File: src/rtl/ctrl_decode_pipe_if.sv
// Decode-side request and control-bundle response between the ID decoder, the hazard/branch units and EXE.
// Keeps the original signal names so the bundle reads the same at every boundary.
interface ctrl_decode_pipe_if #(
    parameter int unsigned CMD_W = 4
);
    logic             in_valid;
    logic [1:0]       mode;
    logic [3:0]       opcode;
    logic             s;
    logic             imm_in;
    logic             stall;
    logic             flush;

    logic             out_valid;
    logic [CMD_W-1:0] execute_command;
    logic             mem_read;
    logic             mem_write;
    logic             wb_enable;
    logic             immediate;
    logic             branch_taken;
    logic             status_write_enable;
    logic             ignore_hazard;
    logic             illegal;

    modport master (
        output in_valid, mode, opcode, s, imm_in, stall, flush,
        input  out_valid, execute_command, mem_read, mem_write, wb_enable,
               immediate, branch_taken, status_write_enable, ignore_hazard, illegal
    );

    modport slave (
        input  in_valid, mode, opcode, s, imm_in, stall, flush,
        output out_valid, execute_command, mem_read, mem_write, wb_enable,
               immediate, branch_taken, status_write_enable, ignore_hazard, illegal
    );
endinterface

File: src/rtl/ctrl_decode_pipe.sv
// ID-stage control decode feeding a PIPE_DEPTH-deep run of ID/EX control registers,
// with stall/flush, illegal flagging and squash of the instructions shadowing a taken branch.
module ctrl_decode_pipe #(
    parameter int unsigned CMD_W         = 4,
    parameter int unsigned PIPE_DEPTH    = 1,
    parameter int unsigned BRANCH_SHADOW = 1
) (
    input logic               clk,
    input logic               rst,
    ctrl_decode_pipe_if.slave bus
);

    localparam logic [1:0] MODE_DP  = 2'b00;
    localparam logic [1:0] MODE_MEM = 2'b01;
    localparam logic [1:0] MODE_BR  = 2'b10;

    typedef struct packed {
        logic             valid;
        logic             illegal;
        logic [CMD_W-1:0] cmd;
        logic             mem_read;
        logic             mem_write;
        logic             wb_enable;
        logic             immediate;
        logic             branch_taken;
        logic             sws;
        logic             ign;
    } ctrl_t;

    ctrl_t      dec_c;
    ctrl_t      entry_c;
    ctrl_t      stage_q [PIPE_DEPTH];
    ctrl_t      stage_d [PIPE_DEPTH];
    logic [1:0] shadow_q;
    logic [1:0] shadow_d;
    ctrl_t      last_c;

    // Pure decode of the current instruction fields; valid is attached by the accept logic.
    always_comb begin
        dec_c = '0;
        case (bus.mode)
            MODE_DP: begin
                dec_c.immediate = bus.imm_in;
                dec_c.sws       = bus.s;
                dec_c.wb_enable = 1'b1;
                case (bus.opcode)
                    4'b1101: begin dec_c.cmd = CMD_W'(4'b0001); dec_c.ign = 1'b1; end
                    4'b1111: begin dec_c.cmd = CMD_W'(4'b1001); dec_c.ign = 1'b1; end
                    4'b0100: dec_c.cmd = CMD_W'(4'b0010);
                    4'b0101: dec_c.cmd = CMD_W'(4'b0011);
                    4'b0010: dec_c.cmd = CMD_W'(4'b0100);
                    4'b0110: dec_c.cmd = CMD_W'(4'b0101);
                    4'b0000: dec_c.cmd = CMD_W'(4'b0110);
                    4'b1100: dec_c.cmd = CMD_W'(4'b0111);
                    4'b0001: dec_c.cmd = CMD_W'(4'b1000);
                    4'b1010: begin
                        dec_c.cmd       = CMD_W'(4'b1100);
                        dec_c.wb_enable = 1'b0;
                        dec_c.sws       = 1'b1;
                    end
                    4'b1000: begin
                        dec_c.cmd       = CMD_W'(4'b1110);
                        dec_c.wb_enable = 1'b0;
                        dec_c.sws       = 1'b1;
                    end
                    default: begin
                        dec_c         = '0;
                        dec_c.illegal = 1'b1;
                    end
                endcase
            end
            MODE_MEM: begin
                dec_c.cmd       = CMD_W'(4'b0010);
                dec_c.immediate = bus.imm_in;
                dec_c.mem_read  = bus.s;
                dec_c.wb_enable = bus.s;
                dec_c.mem_write = ~bus.s;
            end
            MODE_BR: begin
                dec_c.branch_taken = 1'b1;
                dec_c.ign          = 1'b1;
            end
            default: dec_c.illegal = 1'b1;
        endcase
    end

    // Accept logic: inputs inside the branch shadow become bubbles; only a surviving branch reloads.
    always_comb begin
        entry_c  = '0;
        shadow_d = shadow_q;
        if (bus.flush) begin
            shadow_d = 2'd0;
        end else if (!bus.stall && bus.in_valid) begin
            if (shadow_q != 2'd0) begin
                shadow_d = shadow_q - 2'd1;
            end else begin
                entry_c       = dec_c;
                entry_c.valid = 1'b1;
                if (dec_c.branch_taken) begin
                    shadow_d = 2'(BRANCH_SHADOW);
                end
            end
        end
    end

    // Stage advance; flush outranks stall.
    always_comb begin
        for (int k = 0; k < PIPE_DEPTH; k++) begin
            stage_d[k] = stage_q[k];
        end
        if (bus.flush) begin
            for (int k = 0; k < PIPE_DEPTH; k++) begin
                stage_d[k] = '0;
            end
        end else if (!bus.stall) begin
            stage_d[0] = entry_c;
            for (int k = 1; k < PIPE_DEPTH; k++) begin
                stage_d[k] = stage_q[k-1];
            end
        end
    end

    always_ff @(posedge clk or negedge rst) begin
        if (!rst) begin
            for (int k = 0; k < PIPE_DEPTH; k++) begin
                stage_q[k] <= '0;
            end
            shadow_q <= 2'd0;
        end else begin
            stage_q  <= stage_d;
            shadow_q <= shadow_d;
        end
    end

    // Bubbles are stored as all-zero entries, so the last stage drives the outputs directly.
    assign last_c                  = stage_q[PIPE_DEPTH-1];
    assign bus.out_valid           = last_c.valid;
    assign bus.illegal             = last_c.illegal;
    assign bus.execute_command     = last_c.cmd;
    assign bus.mem_read            = last_c.mem_read;
    assign bus.mem_write           = last_c.mem_write;
    assign bus.wb_enable           = last_c.wb_enable;
    assign bus.immediate           = last_c.immediate;
    assign bus.branch_taken        = last_c.branch_taken;
    assign bus.status_write_enable = last_c.sws;
    assign bus.ignore_hazard       = last_c.ign;

endmodule

File: src/flat_wrapper.sv
// flat-port wrapper written by rule: the top's interface ports become plain ports
module ctrl_decode_pipe_flat 
#(
    parameter int unsigned CMD_W         = 4,
    parameter int unsigned PIPE_DEPTH    = 1,
    parameter int unsigned BRANCH_SHADOW = 1
)
  (clk, rst, bus_in_valid, bus_mode, bus_opcode, bus_s, bus_imm_in, bus_stall, bus_flush, bus_out_valid, bus_execute_command, bus_mem_read, bus_mem_write, bus_wb_enable, bus_immediate, bus_branch_taken, bus_status_write_enable, bus_ignore_hazard, bus_illegal);
  ctrl_decode_pipe_if #(.CMD_W(CMD_W)) bus_i ();
  input logic clk;
  input logic rst;
  input wire logic [$bits(bus_i.in_valid)-1:0] bus_in_valid;
  input wire logic [$bits(bus_i.mode)-1:0] bus_mode;
  input wire logic [$bits(bus_i.opcode)-1:0] bus_opcode;
  input wire logic [$bits(bus_i.s)-1:0] bus_s;
  input wire logic [$bits(bus_i.imm_in)-1:0] bus_imm_in;
  input wire logic [$bits(bus_i.stall)-1:0] bus_stall;
  input wire logic [$bits(bus_i.flush)-1:0] bus_flush;
  output wire logic [$bits(bus_i.out_valid)-1:0] bus_out_valid;
  output wire logic [$bits(bus_i.execute_command)-1:0] bus_execute_command;
  output wire logic [$bits(bus_i.mem_read)-1:0] bus_mem_read;
  output wire logic [$bits(bus_i.mem_write)-1:0] bus_mem_write;
  output wire logic [$bits(bus_i.wb_enable)-1:0] bus_wb_enable;
  output wire logic [$bits(bus_i.immediate)-1:0] bus_immediate;
  output wire logic [$bits(bus_i.branch_taken)-1:0] bus_branch_taken;
  output wire logic [$bits(bus_i.status_write_enable)-1:0] bus_status_write_enable;
  output wire logic [$bits(bus_i.ignore_hazard)-1:0] bus_ignore_hazard;
  output wire logic [$bits(bus_i.illegal)-1:0] bus_illegal;
  assign bus_i.in_valid = bus_in_valid;
  assign bus_i.mode = bus_mode;
  assign bus_i.opcode = bus_opcode;
  assign bus_i.s = bus_s;
  assign bus_i.imm_in = bus_imm_in;
  assign bus_i.stall = bus_stall;
  assign bus_i.flush = bus_flush;
  assign bus_out_valid = bus_i.out_valid;
  assign bus_execute_command = bus_i.execute_command;
  assign bus_mem_read = bus_i.mem_read;
  assign bus_mem_write = bus_i.mem_write;
  assign bus_wb_enable = bus_i.wb_enable;
  assign bus_immediate = bus_i.immediate;
  assign bus_branch_taken = bus_i.branch_taken;
  assign bus_status_write_enable = bus_i.status_write_enable;
  assign bus_ignore_hazard = bus_i.ignore_hazard;
  assign bus_illegal = bus_i.illegal;
  ctrl_decode_pipe #(.CMD_W(CMD_W), .PIPE_DEPTH(PIPE_DEPTH), .BRANCH_SHADOW(BRANCH_SHADOW)) u_core (.clk(clk), .rst(rst), .bus(bus_i));
endmodule
File: config.mk
export PLATFORM = sky130hd
export DESIGN_NAME = ctrl_decode_pipe_flat
export DESIGN_NICKNAME = d
export VERILOG_FILES = /design/src/rtl/ctrl_decode_pipe_if.sv /design/src/rtl/ctrl_decode_pipe.sv /design/src/flat_wrapper.sv
export SDC_FILE = /design/constraint.sdc
export NUM_CORES = 1
export LEC_CHECK = 0
export ABC_AREA = 1
export CELL_PAD_IN_SITES_DETAIL_PLACEMENT = 0
export CELL_PAD_IN_SITES_GLOBAL_PLACEMENT = 1
export CORE_AREA = 10 10 67 69
export DETAILED_ROUTE_END_ITERATION = 7
export DIE_AREA = 0 0 77 79
export PLACE_DENSITY = 0.71
export SETUP_SLACK_MARGIN = 0.4
export SYNTH_ARGS = -nofsm -noshare
export SYNTH_HDL_FRONTEND = slang
export SYNTH_SLANG_ARGS = --single-unit
File: constraint.sdc
create_clock -name clk -period 0.95 [get_ports clk]
set_input_delay 0.095 -clock clk [delete_from_list [all_inputs] [get_ports clk]]
set_output_delay 0.095 -clock clk [all_outputs]
set_load 0.05 [all_outputs]
==> flow_metrics.py <==
metrics = {
    "worst_setup_path": {
        "cp_cell_sequence": "nor2_4 > nand2_2 > nor2_4 > nand2_2 > o21ai_2",
        "crit_cells": 5,
        "crit_fanout": 4,
        "cp.required_ns": 1.16,
        "critPathTopFamily": "simple AND/OR/NAND/NOR gates",
        "crit_slowest_cell": "dfrtp_1",
        "critPathKind": "reg -> reg",
        "setup.worst_path.end_class": "flop",
        "endpoint": "u_core.bus.mem_write$_DFFE_PN0P_",
        "crit_path_start_kind": "flop",
        "critPathBufInv": 0,
        "cpPeakStageDelay_ns": 0.42,
        "reg2reg_to": "u_core.bus.mem_write$_DFFE_PN0P_",
        "arrival_ns": 1.28,
        "reg2reg_from": "u_core.shadow_q[1]$_DFFE_PN0P_",
        "r2r_setup_slack_ns": -0.13,
        "startpoint": "u_core.shadow_q[1]$_DFFE_PN0P_",
        "reg2regPathDepth": 5,
    },
    "clock_network": {
        "clk_latency_ns": 0.27,
        "cts_buffers": 3,
        "clockBufferDepth": 2,
        "cts_sinks": 15,
        "cts_root_buf": "clkbuf_4",
        "cts_hold_buf": 0,
        "clkTransAtPathRegs_ns": 0.09,
        "htreeDepth": 1,
        "cts_tree": "done",
    },
    "route": {
        "vias_per_cell": 4.27,
        "wl_met1_um": 1070,
        "post_drt_wl_per_cell_um": 11.8,
        "drt_pass1_iterations": 4,
        "topRoutingLayerUsed": "met4",
        "drc": 0,
        "postRouteAntennaNets": 0,
        "drtIter0Drc": 31,
        "wl_met3_um": 60,
        "via_count": 875,
        "wl_um": 2420,
        "wl_met2_um": 1250,
    },
    "cells_and_area": {
        "final_common_cell": "nand2_1",
        "antenna-diode-count": 0,
        "nFillCells": 336,
        "syn_to_final_growth_pct": 64.2,
        "final_cell_mix": "nand2_1 (46), inv_1 (14), buf_12 (13)",
        "register_area_um2": 385,
        "drive_gt1_share_pct": 37.1,
        "nNetsFinal": 176,
        "multi_input_area_um2": 482,
    },
    "global_route": {
        "grt_max_degree": 16,
        "grt_pass1_vias": 978,
        "globalRouteOverflowTotal": 0,
        "grtUsageTotal_pct": 8.22,
        "antenna_found_initial": 0,
        "grt_pass1_wl_um": 4240,
    },
    "synth": {
        "yosysSeqAreaShare_pct": 41.7,
        "ys_ff_latch": 15,
        "yosysWarnings": 0,
        "netlist_instances": 122,
        "syn_nets": 138,
        "synth.distinct_cells": 19,
        "postSynthAreaPerCell_um2": 7.38,
        "syn-cell-area_um2": 901,
    },
    "sta": {
        "finalCritPeriodShare_pct": 113,
        "fmax_mhz": 929,
        "period_needed_ns": 1.08,
        "setup_viol": 25,
        "whs_ns": 0.135,
        "rsz0062_at_grt": "yes",
        "finalWorstSetupSlack_ns": -0.126,
        "tightest_slew_ns": 0.284,
        "max-slew-margin-rel_pct": 81.0,
        "slew_violations": 0,
        "finalClockSkew_ns": 0.00208,
        "hold_viol": 0,
    },
    "die": {
        "die_area_mm2": 0.00608,
        "rows": 21,
        "die_h_um": 79,
        "die_w_um": 77,
        "pin_count": 26,
        "design.core.area_mm2": 0.00323,
        "start_util_pct": 27.9,
    },
    "worst_hold_path": {
        "hp-class": "in -> async",
    },
    "placed_design": {
        "dp_slack_ns": -0.403,
        "place_congestion": 0.762,
        "place_hpwl_um": 1910,
        "io_buffers": 25,
    },
    "power_and_ir_drop": {
        "leakagePower_nw": 0.758,
        "peakVddDrop_uv": 276,
        "powerDensity_mw_per_mm2": 934,
        "power_mw": 1.38,
    },
    "job": {
        "max_cap_viol_count": 0,
    },
    "status": {
        "violations": "setup timing",
        "status": "finished, violations left",
    },
}
## timing repair
item	in CTS	in global routing
pin swaps	2	3
gates resized for setup	6	8
buffers inserted	0	1
gates cloned	0	0
setup endpoints to repair	28	28
hold endpoints to repair	0	0
## power breakdown
group          switching [mW]  leakage [nW]  internal, mW
Combinational           0.195         0.548         0.160
Sequential             0.0158         0.195         0.654
Clock                   0.194        0.0150         0.163
## per-layer routing
layer / track usage, % / up-vias
met5: 0 / -
met4: 3.28 / 0
met3: 1.35 / 4
met2: 15.1 / 23
met1: 9.29 / 400
li1: - / 448
## registers in the layout, summed over array words and instances, names as in the netlist
name	count
u_core.shadow_q	2
u_core.bus.out_valid	1
u_core.bus.branch_taken	1
u_core.bus.wb_enable	1
u_core.bus.ignore_hazard	1
u_core.bus.mem_write	1
u_core.bus.illegal	1
u_core.bus.execute_command	4
u_core.bus.immediate	1
u_core.bus.mem_read	1
u_core.bus.status_write_enable	1
## worst register-to-register path: cells and delay by family (launching register included)
family / cells / cell delay [ns]
flip-flops: 1 / 0.42
AND/OR/NAND/NOR: 4 / 0.48
AO/OA/AOI/OAI: 1 / 0.11
## stage by stage
stage	area, um2	util, %	instances	setup TNS, ns
after global routing	1480	45.8	205	-3.18
after global placement	1400	43.4	200	-4.62
final	1480	45.8	205	-1.44
after floorplan	916	-	122	-0.0224
after detailed placement	1400	43.4	200	-4.83
after CTS	1440	44.4	204	-1.10
## cell usage after synthesis
cell,count,area (um2)
inv_2,3,11.3
buf_6,2,22.5
nand3_1,10,50.1
nand2_1,47,176
inv_1,15,56.3
dfrtp_1,15,375
o21ai_0,3,15.0
buf_2,1,5.00
nor2_2,2,12.5
a21oi_1,2,10.0
nand4_2,1,12.5
nor2_1,7,26.3
nand2_4,1,11.3
nand4_1,2,12.5
nor2_4,2,22.5
nand2_2,4,25.0
nand3_2,1,10.0
ha_1,3,37.5
o21ai_2,1,8.76
## worst min-delay path by stage
stage | from | end | slack [ns] | cells after the start
3_3_place_gp | rst | u_core.shadow_q[0]$_DFFE_PN0P_ | 0.43 | 2
3_5_place_dp | rst | u_core.shadow_q[0]$_DFFE_PN0P_ | 0.44 | 2
2_1_floorplan | rst | u_core.bus.branch_taken$_DFFE_PN0P_ | -0.20 | 0
6_report | rst | u_core.shadow_q[0]$_DFFE_PN0P_ | 0.14 | 2
5_1_grt | rst | u_core.shadow_q[0]$_DFFE_PN0P_ | 0.14 | 2
4_1_cts | rst | u_core.shadow_q[0]$_DFFE_PN0P_ | 0.13 | 2
## cell families (layout without fill, tap and decap cells)
logic type | count (synthesis) | in the layout | synth area share [%]
fa+ha+maj | 3 | 3 | 4.17
compound gates | 6 | 6 | 3.75
simple gates | 77 | 77 | 39.9
buf+inv | 21 | 58 | 10.6
flops | 15 | 15 | 41.7
## final cells by class
cell class	count	share of cell area [%]
Sequential cell	15	26.1
Timing Repair Buffer	36	31.1
Inverter	18	4.57
Multi-Input combinational cell	86	32.6
Tap cell	46	3.89
Clock buffer	4	1.78
(Power assumes the default switching activity.)
==> RTL edit, RTL diff (same settings) <==
`CMD_W` is set to 4 in 3 places; all go to 6.
--- a/src/rtl/ctrl_decode_pipe_if.sv
+++ b/src/rtl/ctrl_decode_pipe_if.sv
@@ -3,3 +3,3 @@
 interface ctrl_decode_pipe_if #(
-    parameter int unsigned CMD_W = 4
+    parameter int unsigned CMD_W = 6
 );
--- a/src/rtl/ctrl_decode_pipe.sv
+++ b/src/rtl/ctrl_decode_pipe.sv
@@ -3,3 +3,3 @@
 module ctrl_decode_pipe #(
-    parameter int unsigned CMD_W         = 4,
+    parameter int unsigned CMD_W         = 6,
     parameter int unsigned PIPE_DEPTH    = 1,
--- a/src/flat_wrapper.sv
+++ b/src/flat_wrapper.sv
@@ -3,3 +3,3 @@
 #(
-    parameter int unsigned CMD_W         = 4,
+    parameter int unsigned CMD_W         = 6,
     parameter int unsigned PIPE_DEPTH    = 1,
Interface: changed (resized bus_execute_command); port bits go from 26 to 28. The function was not compared with the original's and may differ.
==> RTL edit against the unedited design <==
The run still ends with negative setup slack left. Die area unchanged. Wire length decreased by 4.8%. Design area increased by 3.2%. Power increased by 2.6%. Area after synthesis decreased by 5.7%. Worst setup slack improved by 0.048 ns. Via count decreased by 1.3%. Synthesized cell count decreased by 4.1%. Sequential cell count unchanged. Largest cell class unchanged. Largest power group unchanged. Highest routed layer unchanged.
==> RTL edit: results (changes against the unedited design) <==
Run status
  • Outcome: complete, but fails checks (unchanged)
  • Failing checks: negative setup slack (unchanged)

Global route
  • GR Util All Layers: 7.63% (was 8.22%)
  • First-pass GRT wire length: 3.84 mm (was 4.24 mm)
  • Vias in the first global route: 881 (was 978)

Synth
  • Mapped Cells: 117 (was 122)
  • Ranking of synthesized cells by area: dfrtp_1, nand2_1, inv_1, nand3_1, ha_1 (unchanged)
  • Synth top cells by count: nand2_1, dfrtp_1, inv_1 (unchanged)
  • Post-synthesis compound-gate area fraction: 5.89% (was 3.75%)
  • Seq/Total Area, Yosys: 44.2% (was 41.7%)

Timing
  • Setup-failing EPs final: 26 (was 25)
  • Setup TNS: -0.790 ns (was -1.44 ns)
  • Setup ws final: -0.0785 ns (was -0.126 ns)
  • Final Skew: 0.00174 ns (was 0.00208 ns)
  • Hold Slack: 0.130 ns (was 0.135 ns)

Critical path
  • Critical Path AT: 1.25 ns (was 1.28 ns)
  • RR Startpoint: u_core.shadow_q[0]$_DFFE_PN0P_ (was u_core.shadow_q[1]$_DFFE_PN0P_)
  • Critical Path Fanout Max: 6 (was 4)

Detailed routing
  • Routed WL per cell: 11.4 um (was 11.8 um)
  • Via density: 4.28 (was 4.27)
  • DRT Wirelength: 2.30 mm (was 2.42 mm)
  • Initial DRC Count: 40 (was 31)

Place
  • DP Wirelength: 1.85 mm (was 1.91 mm)
  • RD Place Congestion: 0.849 (was 0.762)
  • DP Area: 1370 um^2 (was 1400 um^2)

Pwr
  • Leakage power: 0.756 nW (was 0.758 nW)

Finish
  • Nets: 173 (was 176)
## RTL edit: stage by stage
stage / total power (W) / setup WS [ns]
6_report: 0.00142 / -0.0785
5_1_grt: 0.00151 / -0.178
4_1_cts: 0.00142 / -0.0832
3_5_place_dp: 0.00103 / -0.448
3_3_place_gp: 0.00103 / -0.397
2_1_floorplan: 0.000849 / 0.0226
## RTL edit: layout make-up
cell class              instances  area, um^2
clock buffers                   4        26.3
well taps                      46        57.6
multi-input cells              82         503
repair buffers                 37         478
flip-flops and latches         15         389
inverters                      18        72.6
fillers                       326        1710
## RTL edit: layer usage
| layer | part of all wire [%] | GRT usage (%) | wire, um | up-vias |
|---|---|---|---|---|
| met3 | 4.2 | 2.36 | 97 | 4 |
| met1 | 44 | 8.57 | 1010 | 400 |
| met2 | 50 | 12.4 | 1150 | 19 |
| met4 | 1.9 | 4.93 | 44 | 0 |
| met5 | 0 | 0 | 0 | - |
| li1 | - | - | - | 441 |
## RTL edit: timing repair
item,in CTS,in global routing
setup buffers,2,0
resized for setup,23,12
pin swaps,10,4
setup endpoints to repair,28,28
hold buffers,0,0
## RTL edit: report_power, final
group,switching [W],total [W],leakage [nW],internal (W)
combinational,0.000221,0.000396,0.551,0.000175
sequential,0.0000150,0.000669,0.189,0.000654
clock,0.000190,0.000352,0.0150,0.000163
## RTL edit: cells by family after synthesis
group	Yosys count
AO/OA/AOI/OAI	9
other	1
AND/OR/NAND/NOR	68
flip-flops	15
buffers and inverters	21
adder cells (fa/ha/maj)	3
